File: src/rtl/regfile_dump_ctrl.sv
// -----------------------------------------------------------------------------
// regfile_dump_ctrl
// Parametrised register file with one write port and two registered read
// ports (A for general use, B for the ALU), plus a dump engine that streams
// every register out in index order over a valid/ready handshake.
//
// Optional build macro: REGFILE_BYPASS_EN
//   defined   -> same-edge write data is forwarded to the read ports and to the
//                dump data register loaded in LOAD
//   undefined -> reads during a same-index write return the old value
// -----------------------------------------------------------------------------
module regfile_dump_ctrl #(
    parameter int WIDTH  = 8,
    parameter int DEPTH  = 16,
    parameter int ADDR_W = 4
) (
    input  logic              clk,
    input  logic              reset,
    input  logic              LoadReg,
    input  logic [ADDR_W-1:0] WrNumber,
    input  logic [WIDTH-1:0]  in,
    input  logic [ADDR_W-1:0] RdNumberA,
    input  logic [ADDR_W-1:0] RdNumberB,
    output logic [WIDTH-1:0]  out,
    output logic [WIDTH-1:0]  out_alu,
    input  logic              DumpReg,
    output logic              dump_valid,
    input  logic              dump_ready,
    output logic [ADDR_W-1:0] dump_index,
    output logic [WIDTH-1:0]  dump_data,
    output logic              dump_busy,
    output logic              dump_done
);

    typedef enum logic [1:0] {
        ST_IDLE   = 2'd0,
        ST_LOAD   = 2'd1,
        ST_STREAM = 2'd2,
        ST_DONE   = 2'd3
    } state_t;

    localparam logic [ADDR_W-1:0] LAST_IDX = ADDR_W'(DEPTH - 1);
    localparam logic [ADDR_W-1:0] ONE_IDX  = ADDR_W'(1);

    // Storage view: one element per implemented register.
    logic [WIDTH-1:0]  mem_s [DEPTH];

    // Read-mux results (combinational).
    logic [WIDTH-1:0]  rd_a_s;
    logic [WIDTH-1:0]  rd_b_s;
    logic [WIDTH-1:0]  rd_d_s;
    logic              wr_in_range_s;

    // FSM and dump datapath.
    state_t            state_r;
    state_t            state_next_s;
    logic [ADDR_W-1:0] dump_index_r;
    logic [ADDR_W-1:0] dump_index_next_s;
    logic [WIDTH-1:0]  dump_data_r;
    logic [WIDTH-1:0]  dump_data_next_s;
    logic              dump_valid_r;
    logic              dump_busy_r;
    logic              dump_done_r;

    // Read port registers.
    logic [WIDTH-1:0]  out_r;
    logic [WIDTH-1:0]  out_alu_r;

    // Out-of-range write indices have no register behind them and are dropped.
    assign wr_in_range_s = (32'(WrNumber) < 32'(DEPTH));

    // One register per index; each only responds to its own write index.
    genvar g;
    for (g = 0; g < DEPTH; g++) begin : g_reg
        localparam logic [ADDR_W-1:0] IDX = ADDR_W'(g);
        logic [WIDTH-1:0] q_r;

        // Register storage: cleared on reset, loaded on a matching write.
        always_ff @(posedge clk or posedge reset) begin
            if (reset) begin
                q_r <= '0;
            end else if (LoadReg && (WrNumber == IDX)) begin
                q_r <= in;
            end
        end

        assign mem_s[g] = q_r;
    end

    // Read muxes for port A, port B and the dump engine; unmatched indices read 0.
    always_comb begin
        rd_a_s = '0;
        rd_b_s = '0;
        rd_d_s = '0;
        for (int i = 0; i < DEPTH; i++) begin
            rd_a_s = rd_a_s | ((RdNumberA    == ADDR_W'(i)) ? mem_s[i] : '0);
            rd_b_s = rd_b_s | ((RdNumberB    == ADDR_W'(i)) ? mem_s[i] : '0);
            rd_d_s = rd_d_s | ((dump_index_r == ADDR_W'(i)) ? mem_s[i] : '0);
        end
`ifdef REGFILE_BYPASS_EN
        // Forward the value being written this edge so readers see new data.
        if (LoadReg && wr_in_range_s && (WrNumber == RdNumberA)) begin
            rd_a_s = in;
        end else begin
            rd_a_s = rd_a_s;
        end
        if (LoadReg && wr_in_range_s && (WrNumber == RdNumberB)) begin
            rd_b_s = in;
        end else begin
            rd_b_s = rd_b_s;
        end
        if (LoadReg && wr_in_range_s && (WrNumber == dump_index_r)) begin
            rd_d_s = in;
        end else begin
            rd_d_s = rd_d_s;
        end
`endif
    end

    // Read ports: one-cycle registered latency, independent of the dump engine.
    always_ff @(posedge clk or posedge reset) begin
        if (reset) begin
            out_r     <= '0;
            out_alu_r <= '0;
        end else begin
            out_r     <= rd_a_s;
            out_alu_r <= rd_b_s;
        end
    end

    // Dump FSM next-state and datapath: each beat costs a LOAD and a STREAM cycle.
    always_comb begin
        state_next_s      = state_r;
        dump_index_next_s = dump_index_r;
        dump_data_next_s  = dump_data_r;
        case (state_r)
            ST_IDLE: begin
                if (DumpReg) begin
                    dump_index_next_s = '0;
                    state_next_s      = ST_LOAD;
                end else begin
                    state_next_s      = ST_IDLE;
                end
            end
            ST_LOAD: begin
                dump_data_next_s = rd_d_s;
                state_next_s     = ST_STREAM;
            end
            ST_STREAM: begin
                if (dump_ready) begin
                    if (dump_index_r == LAST_IDX) begin
                        state_next_s = ST_DONE;
                    end else begin
                        dump_index_next_s = dump_index_r + ONE_IDX;
                        state_next_s      = ST_LOAD;
                    end
                end else begin
                    state_next_s = ST_STREAM;
                end
            end
            ST_DONE: begin
                state_next_s = ST_IDLE;
            end
            default: begin
                state_next_s = ST_IDLE;
            end
        endcase
    end

    // Dump FSM state and registered handshake outputs derived from the next state.
    always_ff @(posedge clk or posedge reset) begin
        if (reset) begin
            state_r      <= ST_IDLE;
            dump_index_r <= '0;
            dump_data_r  <= '0;
            dump_valid_r <= 1'b0;
            dump_busy_r  <= 1'b0;
            dump_done_r  <= 1'b0;
        end else begin
            state_r      <= state_next_s;
            dump_index_r <= dump_index_next_s;
            dump_data_r  <= dump_data_next_s;
            dump_valid_r <= (state_next_s == ST_STREAM);
            dump_busy_r  <= (state_next_s == ST_LOAD) || (state_next_s == ST_STREAM);
            dump_done_r  <= (state_next_s == ST_DONE);
        end
    end

    assign out        = out_r;
    assign out_alu    = out_alu_r;
    assign dump_valid = dump_valid_r;
    assign dump_index = dump_index_r;
    assign dump_data  = dump_data_r;
    assign dump_busy  = dump_busy_r;
    assign dump_done  = dump_done_r;

endmodule

File: config.mk
export PLATFORM = sky130hd
export DESIGN_NAME = regfile_dump_ctrl
export DESIGN_NICKNAME = d
export VERILOG_FILES = /design/src/rtl/regfile_dump_ctrl.sv
export SDC_FILE = /design/constraint.sdc
export NUM_CORES = 1
export LEC_CHECK = 0
export ABC_AREA = 1
export CAP_MARGIN = 10
export CORE_MARGIN = 1
export CORE_UTILIZATION = 45
export CTS_CLUSTER_DIAMETER = 50
export DETAILED_ROUTE_END_ITERATION = 7
export GPL_ROUTABILITY_DRIVEN = 0
export PLACE_DENSITY = 0.66
export SLEW_MARGIN = 40
export SYNTH_ARGS = -nofsm -noshare
export SYNTH_HDL_FRONTEND = slang
export SYNTH_SLANG_ARGS = --single-unit
File: constraint.sdc
create_clock -name clk -period 5.7 [get_ports clk]
set_input_delay 1.14 -clock clk [delete_from_list [all_inputs] [get_ports clk]]
set_output_delay 1.14 -clock clk [all_outputs]
set_load 0.1 [all_outputs]
==> Word-level counts from Yosys, hierarchy flattened <==
Index checks and enable logic that the tools add are counted.
{ "word_totals": {"regBits": 161, "out_inout_bits": 31} }
{ "op_classes": {"addsub": 1, "eq_ne": 69, "muxes": 56, "n_bitwise": 45, "n_reduce_logical": 24} }
{ "op_table": {"columns": ["op", "n"], "rows": [
  ["$mux W8", 48],
  ["$or A8 B8 Y8", 45],
  ["$eq A4 B4 Y1 const B", 32],
  ["$eq A4 B3 Y1 const B", 16],
  ["$eq A4 B2 Y1 const B", 8],
  ["$eq A4 B1 Y1 const B", 4],
  ["$logic_and A1 B1 Y1", 16],
  ["$logic_not A4 Y1", 4],
  ["$mux W4", 3],
  ["$eq A2 B2 Y1 const B", 4],
  ["$pmux W2 S4", 1],
  ["$pmux W4 S2", 1],
  ["$ne A2 B2 Y1 const B", 3],
  ["$add A4 B1 Y4 const B", 1],
  ["$eq A2 B1 Y1 const B", 2],
  ["$mux W2", 2],
  ["$reduce_and A4 Y1", 1],
  ["$logic_not A2 Y1", 1],
  ["$reduce_bool A2 Y1", 1],
  ["$logic_or A1 B1 Y1", 1],
  ["$mux W1", 1]
]} }

==> Longest topological paths before layout <==
Gate-level depths: netlist (run 1).
{ "logic_depth": {"word_depth": 17, "depth_mapped": 11, "ltp_nobuf": 10} }

==> Worst setup path after synthesis (run 1) <==
OpenSTA, ideal clock, no wires.
{ "synth_timing": {"path_kind": "register -> register", "startpoint": "register dump_index_r[1] (netlist: dump_index[1])", "endpoint": "register dump_data_r[7] (netlist: dump_data[7])", "arrival_ns": 2.105, "required_time_ns": 5.579, "setup_slack_ns": 3.475, "stages_incl_launch_ff": 11, "n_path_buf": 2, "period_less_slack_ns": 2.225, "path_cell_list": "dfrtp_1 inv_1 ha_1 buf_2 buf_1 nand4_1 nand2_1 nor2_1 nand3_1 nor2_1 nor2_1"} }
{ "synth_via": {"elab_chain_cells": 17, "elab_cells_between_ends": 47} }
{ "synth_rtl": {"columns": ["element", "line", "source"], "rows": [
  ["from (decl)", "57", "logic [ADDR_W-1:0] dump_index_r;"],
  ["from (signal assigned)", "181", "dump_index_r <= dump_index_next_s;"],
  ["$eq A4 B1 Y1 / $logic_not A4 Y1 (equally long branches)", "98", "rd_d_s = rd_d_s | ((dump_index_r == ADDR_W'(i)) ? mem_s[i] : '0);"],
  ["$mux W8", "98", null],
  ["$or A8 B8 Y8 (14 in series)", "98", null],
  ["$or A8 B8 Y8 (*)", "98", null],
  ["to (signal assigned)", "182", "dump_data_r <= dump_data_next_s;"],
  ["to (decl)", "59", "logic [WIDTH-1:0] dump_data_r;"]
]} }
Every way passes the cells marked *; elsewhere a longest branch is shown, timed or not.
A chain may end at the register's enable or synchronous reset.

==> Worst setup path in the final report (run 1) <==
{ "layout_timing": {"startpoint": "register dump_index_r[0] (netlist: dump_index[0])", "endpoint": "register dump_data_r[1] (netlist: dump_data[1])"} }
The elaborated chain is that of the path after synthesis.

==> impl_metrics.py, run 1 <==
metrics = {
    "floorplanning": {
        "num_io_pins": 56,
        "initial_core_util": 0.4607,
        "dieArea_um2": 21430,
        "die_y_um": 146.4,
        "fp.dieW_um": 146.4,
        "coreArea_um2": 20360,
        "num_rows": 52,
    },
    "cts": {
        "numClockSinks": 161,
        "cts_htree_levels": 4,
        "clockRootBuffer": "clkbuf_16",
        "clk_latency_ns": 0.44,
        "cts_buffers": 17,
        "cts_tree": "yes",
        "clk_pin_slew_ns": 0.07,
        "hold_buffers": 0,
        "cts_buffer_depth": 2,
        "post_cts_buffers": 0,
        "ctsResizeCount": 0,
    },
    "power": {
        "p_sw_w": 0.001971,
        "comb_power_share": 0.316,
        "power.share.clock": 0.270,
        "seqPwrFrac": 0.414,
        "p_int_w": 0.002372,
        "power_density_nw_per_um2": 413.9,
        "leakagePower_nw": 5.087,
        "vdd_ir_drop_max_mv": 0.2251,
        "switching_share": 0.4538,
    },
    "routing": {
        "dr_total_vias": 9770,
        "firstDrtPassIters": 7,
        "via_per_inst": 6.005,
        "wl_met3_um": 4570,
        "drtIter0Drc": 1483,
        "antenna_left": 0,
        "wire_per_inst_um": 22.06,
        "drt_wl_total_um": 35890,
        "highest_layer": "met5",
        "met2RoutedLength_um": 15430,
        "drc": 0,
        "m1WireLength_um": 13600,
    },
    "yosys": {
        "synth-warning-count": 0,
        "synthMuxAreaShare": 0,
        "syn_nets": 1342,
        "synth_area_leaders": "dfrtp_1, nand2_1, nor2_1",
        "yosys_register_bits": 161,
        "synthCells": 1311,
        "netlist.area_leader.share": 0.4294,
        "yosys.cell_types.count": 26,
        "yosys.area.top_type": "dfrtp_1",
        "synthXorXnorAreaFrac": 0.001867,
        "synth_simple_gate_area_frac": 0.4014,
        "synth_top_family_by_area": "simple AND/OR/NAND/NOR gates",
        "synth_compound_area_frac": 0.1015,
        "ys_seq_area_frac": 0.4294,
        "syn_area_um2": 9381,
        "synthAdderAreaFrac": 0.008002,
        "syn_area_per_cell_um2": 7.156,
    },
    "timing": {
        "slew_viol_final": 0,
        "hold_violations": 0,
        "worstMarginPinSlew_ns": 0.9080,
        "fin_ws_ns": 2.863,
        "setup_viol": 0,
        "max_freq_mhz": 352.5,
        "max-slew-margin-rel": 0.3925,
        "min_period_ns": 2.837,
        "tns_ns": 0,
        "rsz0062_at_grt": "false",
        "skew_ns": 0.006976,
        "fin_crit_sh": 0.4977,
    },
    "placed_design": {
        "preCtsSetupSlack_ns": 2.632,
        "numPortBuffers": 55,
        "dp_hpwl_um": 25390,
    },
    "finish": {
        "nets": 1376,
        "num_antenna_cells": 0,
        "fin_util": 0.5154,
        "layout-drive-gt1-share": 0.1209,
        "area_growth_pct": 11.87,
    },
    "outcome": {
        "status": "finished, final reports clean",
    },
    "global_routing": {
        "grt_pass1_vias": 8927,
        "grt_pass1_wl_um": 54790,
        "track_usage": 0.3473,
        "antenna_found_initial": 1,
        "grt_max_degree": 100,
        "overflow": 0,
    },
    "worst_setup_path": {
        "crit_type": "flip-flop to flip-flop",
        "cp_data_arrival_time_ns": 3.21,
        "crit_required_ns": 6.07,
        "end_kind": "flip-flop",
        "cp-start-kind": "flip-flop",
        "crit_fanout": 11,
    },
    "flow_run": {
        "drv_cap": 0,
    },
    "worst_hold_path": {
        "hold_path_class": "flip-flop to flip-flop",
    },
}
[per-layer routing]
layer	GRT usage	vias to the layer above
li1	-	4354
met1	0.4596	4489
met2	0.5088	744
met3	0.1019	181
met4	0.1932	2
met5	0	-
[through the flow]
step | power (W) | std cells | hold WS [ns] | cell area (um^2)
after detailed placement | 0.003126 | 1596 | 0.4979 | 9896
after global placement | 0.003174 | 1596 | 0.4924 | 10050
after floorplan | 0.002666 | 1311 | 0.4746 | 9382
final | 0.004344 | 1627 | 0.5072 | 10500
after global routing | 0.004507 | 1627 | 0.5432 | 10500
after CTS | 0.004290 | 1627 | 0.5133 | 10490
[final timing paths]
path	from	end	slack, ns	cells past startpoint
setup / recovery	dump_index[0]	dump_data[1]	2.86	10
hold / removal	dump_data[3]	dump_data[3]	0.51	2
setup reg to reg	dump_index[0]	dump_data[1]	2.86	10
hold reg to reg	dump_data[3]	dump_data[3]	0.51	2
max in group asynchronous	reset	g_reg[13].q_r[7]	3.51	3
min in group asynchronous	reset	g_reg[6].q_r[2]	1.23	2
[layout make-up]
cell class | count | area [um^2]
Inverter | 66 | 255.2
Fill cell | 2017 | 9869
Multi-Input combinational cell | 1035 | 4818
Clock buffer | 18 | 439.2
Sequential cell | 161 | 4029
Timing Repair Buffer | 64 | 462.9
Tap cell | 270 | 337.8
Clock inverter | 13 | 152.6
[flip-flops by register name (all words and copies together), names as in the netlist]
signal / cells
g.q_r: 128
dump_data: 8
out: 8
out_alu: 8
dump_index: 4
state_r: 2
dump_busy: 1
dump_done: 1
dump_valid: 1
[cell usage after synthesis]
cell type,count
nand2_1,518
nor2_1,176
dfrtp_1,161
nand4_1,88
nand3_1,70
o21ai_2,63
inv_1,62
o21ai_0,54
a21oi_1,23
clkbuf_1,18
buf_2,16
buf_6,11
nand2_2,10
nor3_1,8
ha_1,6
nor2_4,4
nor3_4,4
nor3b_1,4
inv_2,3
o21ai_1,3
buf_1,2
buf_4,2
xor2_1,2
clkinv_1,1
nand2_4,1
or2_2,1
[placed cells by master (no fill, tap or decap)]
| master | synthesis | routed |
|---|---|---|
| a21oi_1 | 23 | 23 |
| buf_2 | 16 | 31 |
| buf_4 | 2 | 9 |
| bufinv_16 | 0 | 2 |
| clkbuf_16 | 0 | 17 |
| clkbuf_8 | 0 | 1 |
| clkdlybuf4s50_1 | 0 | 24 |
| clkinv_1 | 1 | 3 |
| clkinv_4 | 0 | 4 |
| clkinvlp_4 | 0 | 3 |
| dfrtp_1 | 161 | 161 |
| ha_1 | 6 | 6 |
| inv_1 | 62 | 56 |
| inv_2 | 3 | 6 |
| inv_6 | 0 | 4 |
| inv_8 | 0 | 1 |
| nand2_1 | 518 | 518 |
| nand2_2 | 10 | 10 |
| nand2_4 | 1 | 1 |
| nand3_1 | 70 | 70 |
| nand4_1 | 88 | 88 |
| nor2_1 | 176 | 173 |
| nor2_2 | 0 | 3 |
| nor2_4 | 4 | 4 |
| nor3_1 | 8 | 8 |
| nor3_4 | 4 | 4 |
| nor3b_1 | 4 | 4 |
| o21ai_0 | 54 | 54 |
| o21ai_1 | 3 | 3 |
| o21ai_2 | 63 | 63 |
| or2_2 | 1 | 1 |
| xor2_1 | 2 | 2 |
[cell families after synthesis]
family	count (synthesis)
flip-flops	161
AND/OR/NAND/NOR	884
XOR/XNOR	2
adder cells (fa/ha/maj)	6
AO/OA/AOI/OAI	143
buffers and inverters	115
[critical path: stages, from the launching register on]
cell and delay, ns:
dfrtp_1 0.43, inv_1 0.13, ha_1 0.63, inv_1 0.21, nor2_1 0.61, nand2_1 0.10
nand2_1 0.09, nor2_1 0.05, nand2_1 0.24, nor2_1 0.16, nor2_1 0.11
[power by group through the flow]
stage | clock, W | sequential (W) | combinational (W)
2_1_floorplan | 0 | 0.00212 | 0.000545
3_3_place_gp | 0 | 0.00178 | 0.00139
3_5_place_dp | 0 | 0.00178 | 0.00134
4_1_cts | 0.00118 | 0.00177 | 0.00135
5_1_grt | 0.00123 | 0.00180 | 0.00148
6_report | 0.00117 | 0.00180 | 0.00137
Power figures use the tool's default switching activity.
==> run 2: changes to the inputs <==
- clock period: 5.7 -> 2.4 ns (I/O delays scaled with it)
==> run 2 against run 1 <==
Routed wire length grew 2.1%. Sequential share of layout area shrank 1.8 points. Via count grew 2.1%. Global-route usage grew 0.23 points. Sequential cell count is the same. Combinational power grew 150%. Worst hold slack lost 0.17 ns. Die area is the same. Largest cell class unchanged. Highest routed layer is now met4.
==> impl_metrics.py, run 2 (synthesis results as in run 1) <==
metrics = {
    "outcome": {
        "status": "finished, final reports clean",
    },
    "global_routing": {
        "grt_max_degree": 74,
        "track_usage": 0.3496,
        "grt_pass1_wl_um": 55010,
        "antenna_found_initial": 0,
        "grt_pass1_vias": 9226,
        "overflow": 0,
    },
    "placed_design": {
        "dpl_cell_area_um2": 10360,
        "numPortBuffers": 55,
        "dp_hpwl_um": 26200,
    },
    "timing": {
        "max-slew-margin-rel": 0.3726,
        "hold_violations": 0,
        "setup_viol": 0,
        "skew_ns": 0.01500,
        "worstMarginPinSlew_ns": 0.9377,
        "fin_crit_sh": 0.9209,
        "max_freq_mhz": 452.5,
        "slew_viol_final": 0,
        "min_period_ns": 2.210,
        "rsz0062_at_grt": "false",
    },
    "cts": {
        "clockRootBuffer": "clkbuf_16",
        "clk_latency_ns": 0.44,
        "numClockSinks": 161,
        "clk_pin_slew_ns": 0.07,
        "cts_htree_levels": 4,
        "ctsResizeCount": 0,
        "cts_tree": "yes",
        "cts_buffers": 17,
        "cts_buffer_depth": 2,
    },
    "floorplanning": {
        "initial_core_util": 0.4607,
        "num_io_pins": 56,
        "fp.dieW_um": 146.4,
        "die_y_um": 146.4,
        "num_rows": 52,
        "coreArea_um2": 20360,
        "dieArea_um2": 21430,
    },
    "worst_setup_path": {
        "crit_fanout": 8,
        "end_kind": "flip-flop",
        "crit_type": "flip-flop to flip-flop",
        "cp_data_arrival_time_ns": 2.52,
        "r2r_slack_ns": 0.19,
        "crit_required_ns": 2.71,
        "cp-start-kind": "flip-flop",
    },
    "finish": {
        "mostFrequentLayoutCell": "nand2_1",
        "nets": 1422,
        "final_cell_mix": "nand2_1, nor2_1, dfrtp_1",
        "nFillCells": 2001,
        "regMostFlops": "g.q_r",
        "largest_register_ffs": 128,
        "finalInstanceArea_um2": 11000,
        "layout-drive-gt1-share": 0.1433,
        "multi_input_area_um2": 4817,
        "area_growth_pct": 17.26,
        "fin_util": 0.5402,
        "regArea_um2": 4029,
    },
    "power": {
        "power.total_w": 0.01071,
        "p_int_w": 0.006064,
        "p_sw_w": 0.004650,
        "switching_share": 0.4340,
        "seqPwrFrac": 0.406,
        "power_density_nw_per_um2": 973.9,
        "vdd_ir_drop_max_mv": 0.5258,
        "comb_power_share": 0.317,
        "power.share.clock": 0.278,
        "leakagePower_nw": 5.371,
    },
    "routing": {
        "drtIter0Drc": 1520,
        "drt_wl_total_um": 36640,
        "drc": 0,
        "antenna_left": 0,
        "firstDrtPassIters": 7,
        "dr_total_vias": 9973,
        "via_per_inst": 5.958,
        "wire_per_inst_um": 21.89,
    },
    "flow_run": {
        "drv_cap": 0,
    },
    "worst_hold_path": {
        "hold_path_class": "input port to asynchronous set/reset pin",
    },
}
==> run 2: changes by cell type in the layout (fill, tap and decap cells not counted), moves of 4 or more <==
cell | before | now
buf_12 | 0 | 4
buf_2 | 31 | 0
buf_4 | 9 | 81
inv_1 | 56 | 61
inv_6 | 4 | 0
==> run 2: power groups by stage <==
stage,combinational [W],sequential (W),clock (W)
after global placement,0.00327,0.00429,0
after CTS,0.00334,0.00425,0.00300
after global routing,0.00362,0.00434,0.00311
final,0.00339,0.00435,0.00297
after detailed placement,0.00333,0.00429,0
after floorplan,0.00129,0.00504,0
==> run 2: timing repair <==
action | CTS | global route
hold buffers | 0 | 0
setup endpoints to repair | 0 | 1
setup buffers | 0 | 0
==> run 2: worst paths after layout <==
| check | from | end | cells past startpoint |
|---|---|---|---|
| worst max-delay path | dump_index[3] | dump_data[6] | 10 |
| worst min-delay path | reset | g_reg[7].q_r[1] | 2 |
| worst max register to register | dump_index[3] | dump_data[6] | 10 |
| worst min register to register | dump_data[1] | dump_data[1] | 2 |
| max in group asynchronous | reset | g_reg[8].q_r[7] | 3 |
| min in group clk | dump_data[1] | dump_data[1] | 2 |
==> run 2: per-stage QoR <==
step	setup slack [ns]	std cells	setup TNS, ns	hold WS [ns]
global route	0.05056	1673	0	0.3721
finish	0.1898	1674	0	0.3380
floorplan	-0.1228	1311	-19.78	0.4746
detailed placement	0.09446	1641	0	0.5026
global placement	0.1285	1641	0	0.4912
CTS	0.3427	1672	0	0.3391
==> run 2: worst max-delay path: stages, from the launching register on <==
cell      delay (ns)
dfrtp_1         0.66
clkinv_1        0.19
nand2_1         0.19
nor2_1          0.06
buf_4           0.19
nand2_1         0.07
nand2_1         0.04
nor2_1          0.10
nand2_1         0.20
nor2_1          0.30
nor2_1          0.06
==> run 2: layer usage <==
layer	share of wire	vias up	global-route usage	routed length (um)
met5	0	-	0	0
met4	0.073	0	0.2094	2690
met3	0.14	221	0.1125	5085
met2	0.41	748	0.5098	15060
met1	0.38	4575	0.4523	13800
li1	-	4429	-	-
==> run 2: layout make-up <==
class	instances	area share
diodes	1	0.0002275
well taps	270	0.03071
multi-input cells	1036	0.4379
clock buffers	21	0.04095
flip-flops and latches	161	0.3662
repair buffers	109	0.08439
inverters	66	0.02286
clock inverters	10	0.01672
